`src/rtl/selector_addr_seq_pkg.sv`:
```
// Shared types and helpers for the selector address sequencer and selector bank.
// Latency: n/a (declarations only).
// Backpressure: n/a.
package selector_addr_seq_pkg;

    typedef enum logic [1:0] {
        ST_IDLE = 2'd0,
        ST_RUN  = 2'd1,
        ST_DONE = 2'd2
    } seq_state_t;

    function automatic int addr_width(input int size);
        return (size < 2) ? 1 : $clog2(size);
    endfunction

    // Lane i occupies bits [lane_lsb(i, aw) +: aw]; the selector bank unpacks with the same rule.
    function automatic int lane_lsb(input int lane, input int aw);
        return lane * aw;
    endfunction

endpackage

```
`src/rtl/selector_addr_seq_if.sv`:
```
// Job-control and beat-output bundle between the sequencer and the selector stage.
// Latency: n/a (wiring only).
// Backpressure: consumer drives ready; sequencer holds valid and N_flat until accepted.
interface selector_addr_seq_if #(
    parameter int SIZE = 16,
    parameter int K    = 4,
    parameter int BW   = 8
);
    localparam int AW = selector_addr_seq_pkg::addr_width(SIZE);

    logic            start;
    logic [AW-1:0]   base;
    logic [AW-1:0]   stride;
    logic [BW-1:0]   num_beats;
    logic            ready;
    logic            valid;
    logic [AW*K-1:0] N_flat;
    logic            busy;
    logic            done;
`ifdef SELADDR_LAST_EN
    logic            last;
`endif

    modport master (
        input  start, base, stride, num_beats, ready,
        output valid, N_flat, busy, done
`ifdef SELADDR_LAST_EN
        , output last
`endif
    );

    modport slave (
        output start, base, stride, num_beats, ready,
        input  valid, N_flat, busy, done
`ifdef SELADDR_LAST_EN
        , input last
`endif
    );

endinterface

```
`src/rtl/selector_lane_addr.sv`:
```
// Packs K lane addresses: lane i = cur + i*stride, truncated to AW bits (mod SIZE).
// Latency: combinational.
// Backpressure: none.
module selector_lane_addr
    import selector_addr_seq_pkg::*;
#(
    parameter int AW = 4,
    parameter int K  = 4
) (
    input  logic [AW-1:0]   cur,
    input  logic [AW-1:0]   stride,
    output logic [AW*K-1:0] n_flat
);

    for (genvar i = 0; i < K; i++) begin : g_lane
        localparam logic [AW-1:0] IDX = AW'(i);
        assign n_flat[lane_lsb(i, AW) +: AW] = cur + IDX * stride;
    end

endmodule

```
`src/rtl/selector_addr_seq.sv`:
```
// Strided wrap-around address sequencer feeding K lanes per beat; SELADDR_LAST_EN adds a last-beat flag.
// Latency: first beat the cycle after start is sampled, then one beat per accepted cycle; done the cycle after the final beat.
// Backpressure: valid/ready; with ready low the beat, address and counters hold unchanged.
module selector_addr_seq
    import selector_addr_seq_pkg::*;
#(
    parameter int SIZE = 16,
    parameter int K    = 4,
    parameter int BW   = 8
) (
    input  logic                clk,
    input  logic                rst_n,
    selector_addr_seq_if.master bus
);

    localparam int            AW     = addr_width(SIZE);
    localparam logic [AW-1:0] K_STEP = AW'(K);

    seq_state_t      state;
    logic [AW-1:0]   cur;
    logic [AW-1:0]   stride_q;
    logic [BW-1:0]   beat_cnt;
    logic            valid_q;
    logic            done_q;
    logic            busy_q;
    logic [AW*K-1:0] n_flat;

    // Addresses derive only from registers, so no input reaches N_flat combinationally.
    selector_lane_addr #(
        .AW (AW),
        .K  (K)
    ) u_lane_addr (
        .cur    (cur),
        .stride (stride_q),
        .n_flat (n_flat)
    );

    always_ff @(posedge clk or negedge rst_n) begin
        if (!rst_n) begin
            state    <= ST_IDLE;
            cur      <= '0;
            stride_q <= '0;
            beat_cnt <= '0;
            valid_q  <= 1'b0;
            done_q   <= 1'b0;
            busy_q   <= 1'b0;
        end else begin
            case (state)
                ST_IDLE: begin
                    done_q <= 1'b0;
                    if (bus.start) begin
                        cur      <= bus.base;
                        stride_q <= bus.stride;
                        beat_cnt <= bus.num_beats;
                        busy_q   <= 1'b1;
                        if (bus.num_beats != '0) begin
                            valid_q <= 1'b1;
                            state   <= ST_RUN;
                        end else begin
                            done_q <= 1'b1;
                            state  <= ST_DONE;
                        end
                    end
                end
                ST_RUN: begin
                    if (valid_q && bus.ready) begin
                        cur      <= cur + K_STEP * stride_q;
                        beat_cnt <= beat_cnt - BW'(1);
                        if (beat_cnt == BW'(1)) begin
                            valid_q <= 1'b0;
                            done_q  <= 1'b1;
                            state   <= ST_DONE;
                        end
                    end
                end
                ST_DONE: begin
                    done_q <= 1'b0;
                    busy_q <= 1'b0;
                    state  <= ST_IDLE;
                end
                default: begin
                    valid_q <= 1'b0;
                    done_q  <= 1'b0;
                    busy_q  <= 1'b0;
                    state   <= ST_IDLE;
                end
            endcase
        end
    end

    assign bus.valid  = valid_q;
    assign bus.done   = done_q;
    assign bus.busy   = busy_q;
    assign bus.N_flat = n_flat;
`ifdef SELADDR_LAST_EN
    assign bus.last   = valid_q && (beat_cnt == BW'(1));
`endif

endmodule

```
`src/flat_wrapper.sv`:
```
// flat-port wrapper written by rule: the top's interface ports become plain ports
module selector_addr_seq_flat import selector_addr_seq_pkg::*;
#(
    parameter int SIZE = 16,
    parameter int K    = 4,
    parameter int BW   = 8
)
  (clk, rst_n, bus_start, bus_base, bus_stride, bus_num_beats, bus_ready, bus_valid, bus_N_flat, bus_busy, bus_done);
  selector_addr_seq_if #(.SIZE(SIZE), .K(K), .BW(BW)) bus_i ();
  input  logic clk;
  input  logic rst_n;
  input wire logic [$bits(bus_i.start)-1:0] bus_start;
  input wire logic [$bits(bus_i.base)-1:0] bus_base;
  input wire logic [$bits(bus_i.stride)-1:0] bus_stride;
  input wire logic [$bits(bus_i.num_beats)-1:0] bus_num_beats;
  input wire logic [$bits(bus_i.ready)-1:0] bus_ready;
  output wire logic [$bits(bus_i.valid)-1:0] bus_valid;
  output wire logic [$bits(bus_i.N_flat)-1:0] bus_N_flat;
  output wire logic [$bits(bus_i.busy)-1:0] bus_busy;
  output wire logic [$bits(bus_i.done)-1:0] bus_done;
  assign bus_i.start = bus_start;
  assign bus_i.base = bus_base;
  assign bus_i.stride = bus_stride;
  assign bus_i.num_beats = bus_num_beats;
  assign bus_i.ready = bus_ready;
  assign bus_valid = bus_i.valid;
  assign bus_N_flat = bus_i.N_flat;
  assign bus_busy = bus_i.busy;
  assign bus_done = bus_i.done;
  selector_addr_seq #(.SIZE(SIZE), .K(K), .BW(BW)) u_core (.clk(clk), .rst_n(rst_n), .bus(bus_i));
endmodule
```
`config.mk`:
```
export PLATFORM = sky130hd
export DESIGN_NAME = selector_addr_seq_flat
export DESIGN_NICKNAME = d
export VERILOG_FILES = /design/src/rtl/selector_addr_seq_pkg.sv /design/src/rtl/selector_addr_seq_if.sv /design/src/rtl/selector_lane_addr.sv /design/src/rtl/selector_addr_seq.sv /design/src/flat_wrapper.sv
export SDC_FILE = /design/constraint.sdc
export NUM_CORES = 1
export LEC_CHECK = 0
export CELL_PAD_IN_SITES_DETAIL_PLACEMENT = 0
export CELL_PAD_IN_SITES_GLOBAL_PLACEMENT = 1
export CORE_MARGIN = 5
export CORE_UTILIZATION = 38
export DETAILED_ROUTE_END_ITERATION = 8
export PLACE_DENSITY_LB_ADDON = 0.2
export SKIP_LAST_GASP = 1
export SYNTH_ARGS = -nofsm -noshare
export SYNTH_HDL_FRONTEND = slang
export SYNTH_SLANG_ARGS = --single-unit
```
`constraint.sdc`:
```
create_clock -name clk -period 6.2 [get_ports clk]
set_input_delay 1.24 -clock clk [delete_from_list [all_inputs] [get_ports clk]]
set_output_delay 1.24 -clock clk [all_outputs]
set_load 0.02 [all_outputs]
```
==> summary.md <==
| Metric | Value |
|---|---|
| Status | finished clean |
| First-pass GRT wire length | 5.49 mm |
| Synth Area in Simple Gates | 14.8% |
| Rel. slew slack | 32.8% |
| Tightest Hold Check Type | flip-flop to flip-flop |
| Post-synth top area cell | dfrtp_1 |
| Die width | 69.9 um |
| Die area | 4880 um2 |
| Tightest Pin Transition | 1.01 ns |
| DR WL/cell | 14.0 um |
| Post-Route WL | 3.16 mm |
| Worst stage delay on the critical path | 0.62 ns |
| Largest family of logic cells by synthesized area | compound AO/OA/AOI/OAI gates |
| Syn Area/Cell | 9.45 um2 |
| Synth Area in XOR/XNOR | 5.79% |
| Max-slew violations | 0 |
| Antenna violations before repair | 0 |
| Clk buf depth | 2 |
| Critical Path AT | 3.19 ns |
| CP required | 4.96 ns |
| Post-synthesis net count | 177 |
| Post-Syn Area | 1360 um2 |
| Post-CTS Setup Inserts | 0 |
| Number of synthesized register bits | 21 |
| Post_cts resized | 0 |
| Min cycle time layout | 4.43 ns |
| Max cap viols | 0 |
| RR Startpoint | u_core.state[1] |
| Clock root buffer | clkbuf_4 |
| Hold Crit Endpoint | u_core.bus.busy |
| Hold depth | 1 |
| Final ANT Viol Nets | 0 |
| Post-synth top area share | 38.6% |
| Crit. End Element | primary output |
| TritonCTS Buffers | 3 |
| GRT Overall Usage | 13.5% |
| F_max | 226 MHz |
| Unrepaired setup endpoints after global routing | no |
| # diodes | 0 |
| Largest net degree at the start of global routing | 22 |
| Startpoint Class | flip-flop |
| Vias in the first global route | 1166 |
| Clk sink count | 21 |
| HPWL after DPL | 2.53 mm |
| Distinct cells, synth | 34 |
| Area growth from synthesis to layout | 32.3% |
| Bufs and invs on worst path | 3 |
| Post-layout nets | 214 |
| DRT iter0 DRCs | 45 |
| Critical path, cell by cell | inv_1 > fa_1 > inv_1 > ha_1 > fa_1 > xnor2_1 > xnor2_1 > xnor2_1 > clkdlybuf4s50_1 |
| Cells after synthesis | 144 |
| Setup-failing EPs final | 0 |
| Vias/cell | 5.06 |
| Adder-Cell Fraction of Synth Area | 14.7% |
| Flop-to-flop setup slack | 3.92 ns |
| Compound-Gate Fraction of Synth Area | 17.6% |
| Initial Util | 40.2% |
| CP delay by family, top | adder cells |
| H-tree levels | 1 |
| Placer Congestion | 0.820 |
| Multiplexer area fraction after synthesis | 2.48% |
| Overflow after GRT | 0 |
| Worst-path clk slew | 0.13 ns |
| Crit Path Class | flip-flop to primary output |
| Row cnt | 21 |
| Most used cell, CP | xnor2_1 |
| Ratio of cells with drive above 1 in the final layout | 6.67% |
| Io pins | 39 |
| Reg2reg end | u_core.beat_cnt[4] |
| Worst Hold Launch | u_core.bus.busy |
| Remaining DRCs | 0 |
| Proportion of synthesized chip area in sequential cells | 38.6% |
| Die height | 69.9 um |
| Cells on worst reg2reg path | 4 |
| Synth top area cells | dfrtp_1 39%, fa_1 7.4%, ha_1 7.4% |
| Via count | 1143 |
| PortBufs | 38 |
| Core area | 3390 um2 |
| Synth warn | 0 |
| Crit path max-delay cell type | clkdlybuf4s50_1 |
| Crit share post-route | 71.4% |
| Setup TNS | 0 ns |
| Clock Latency Late Sink | 0.30 ns |
| Post-CTS Hold Buffers | 0 |
| CTS tree | done |
| Drt pass-1 iters | 4 |
| Worst-path fanout max | 5 |
| Setup Skew | 0.00454 ns |
| Hold Vio Cnt, Final | 0 |
placed cells by master, fill, tap and decap left out:
master and n:
clkdlybuf4s50_1 38, dfrtp_1 21, a21oi_1 14, inv_1 13
o21ai_0 12, nor2_1 11, nand2_1 9, xnor2_1 8
ha_1 8, fa_1 5, a21o_1 3, nor3b_1 3
mux2_2 3, o22ai_1 3, clkbuf_4 3, nor2b_1 2
or4_4 2, nor3_1 2, or4_1 2, nand3_1 2
xor2_1 1, and2_1 1, nand2b_1 1, a32oi_1 1
nor4_1 1, and4_1 1, o211ai_1 1, a21oi_2 1
a2bb2oi_1 1, a31oi_1 1, or2_2 1, a211o_1 1
o2bb2a_1 1, o32ai_1 1, clkinv_2 1, buf_4 1
worst reg2reg max path, cell delays in order (launching register included):
cell	delay, ns
dfrtp_1	0.44
nor2b_1	0.79
a21oi_1	0.52
o21ai_0	0.28
o21ai_0	0.11
state kept, by name, summed over array words and instances (netlist names):
register / count
u_core.bus.valid: 1
u_core.beat_cnt: 8
u_core.state: 2
u_core.stride_q: 4
u_core.bus.done: 1
u_core.bus.busy: 1
u_core.cur: 4
synth_stat cells:
cell       number
o211ai_1        1
nor3_1          2
fa_1            5
a21oi_2         1
a31oi_1         1
o32ai_1         1
a32oi_1         1
xor2_1          1
or4_4           2
a2bb2oi_1       1
o22ai_1         3
a21oi_1        14
mux2_2          3
and4_1          1
buf_4           2
nand2_1         9
xnor2_1         8
nand2b_1        1
inv_1          13
nor4_1          1
dfrtp_1        21
clkbuf_1        5
nor2b_1         2
o21ai_0        12
nand3_1         2
nor2_1         11
o2bb2a_1        1
a211o_1         1
or4_1           2
a21o_1          3
or2_2           1
nor3b_1         3
ha_1            8
and2_1          1
worst max path at each step:
stage                             from              to  slack, ns  cells after the start
global placement    u_core.stride_q[1]  bus_N_flat[15]       2.17                      9
CTS                 u_core.stride_q[1]  bus_N_flat[15]       1.76                      9
floorplan                u_core.cur[1]  bus_N_flat[15]       2.55                      8
detailed placement  u_core.stride_q[1]  bus_N_flat[15]       2.12                      9
finish              u_core.stride_q[1]  bus_N_flat[15]       1.77                      9
global route        u_core.stride_q[1]  bus_N_flat[15]       1.52                      9
stage by stage:
stage          cells  util [%]  cell area (um2)  worst slack [ns]  hold slack, ns
2_1_floorplan    144         -             1360              2.55           0.494
3_3_place_gp     222      52.3             1770              2.17           0.463
3_5_place_dp     222      52.3             1770              2.12           0.482
4_1_cts          226      53.1             1800              1.76           0.512
5_1_grt          226      53.1             1800              1.52           0.524
6_report         226      53.1             1800              1.77           0.507
final cells by class:
cell class,instances,area (um2)
Clock buffer,3,22.5
Timing Repair Buffer,39,388
Inverter,13,48.8
Tap cell,46,57.6
Sequential cell,21,526
Clock inverter,1,5.00
Multi-Input combinational cell,103,753
Fill cell,327,1590
cell families after synthesis:
family / Yosys count
flops: 21
xor+xnor: 9
buf+inv: 20
compound gates: 40
mux: 3
simple gates: 38
fa+ha+maj: 13
routing by layer:
metal  vias to the layer above  global-route usage (%)  share of wire (%)
li1                        573                       -                  -
met1                       544                    17.4                 45
met2                        24                    23.5                 49
met3                         2                    2.58                5.2
met4                         0                    2.55               0.41
met5                         -                       0                  0
Power is not shown: default switching activity piles up to over one toggle a cycle in this logic, so the estimate is an artifact.
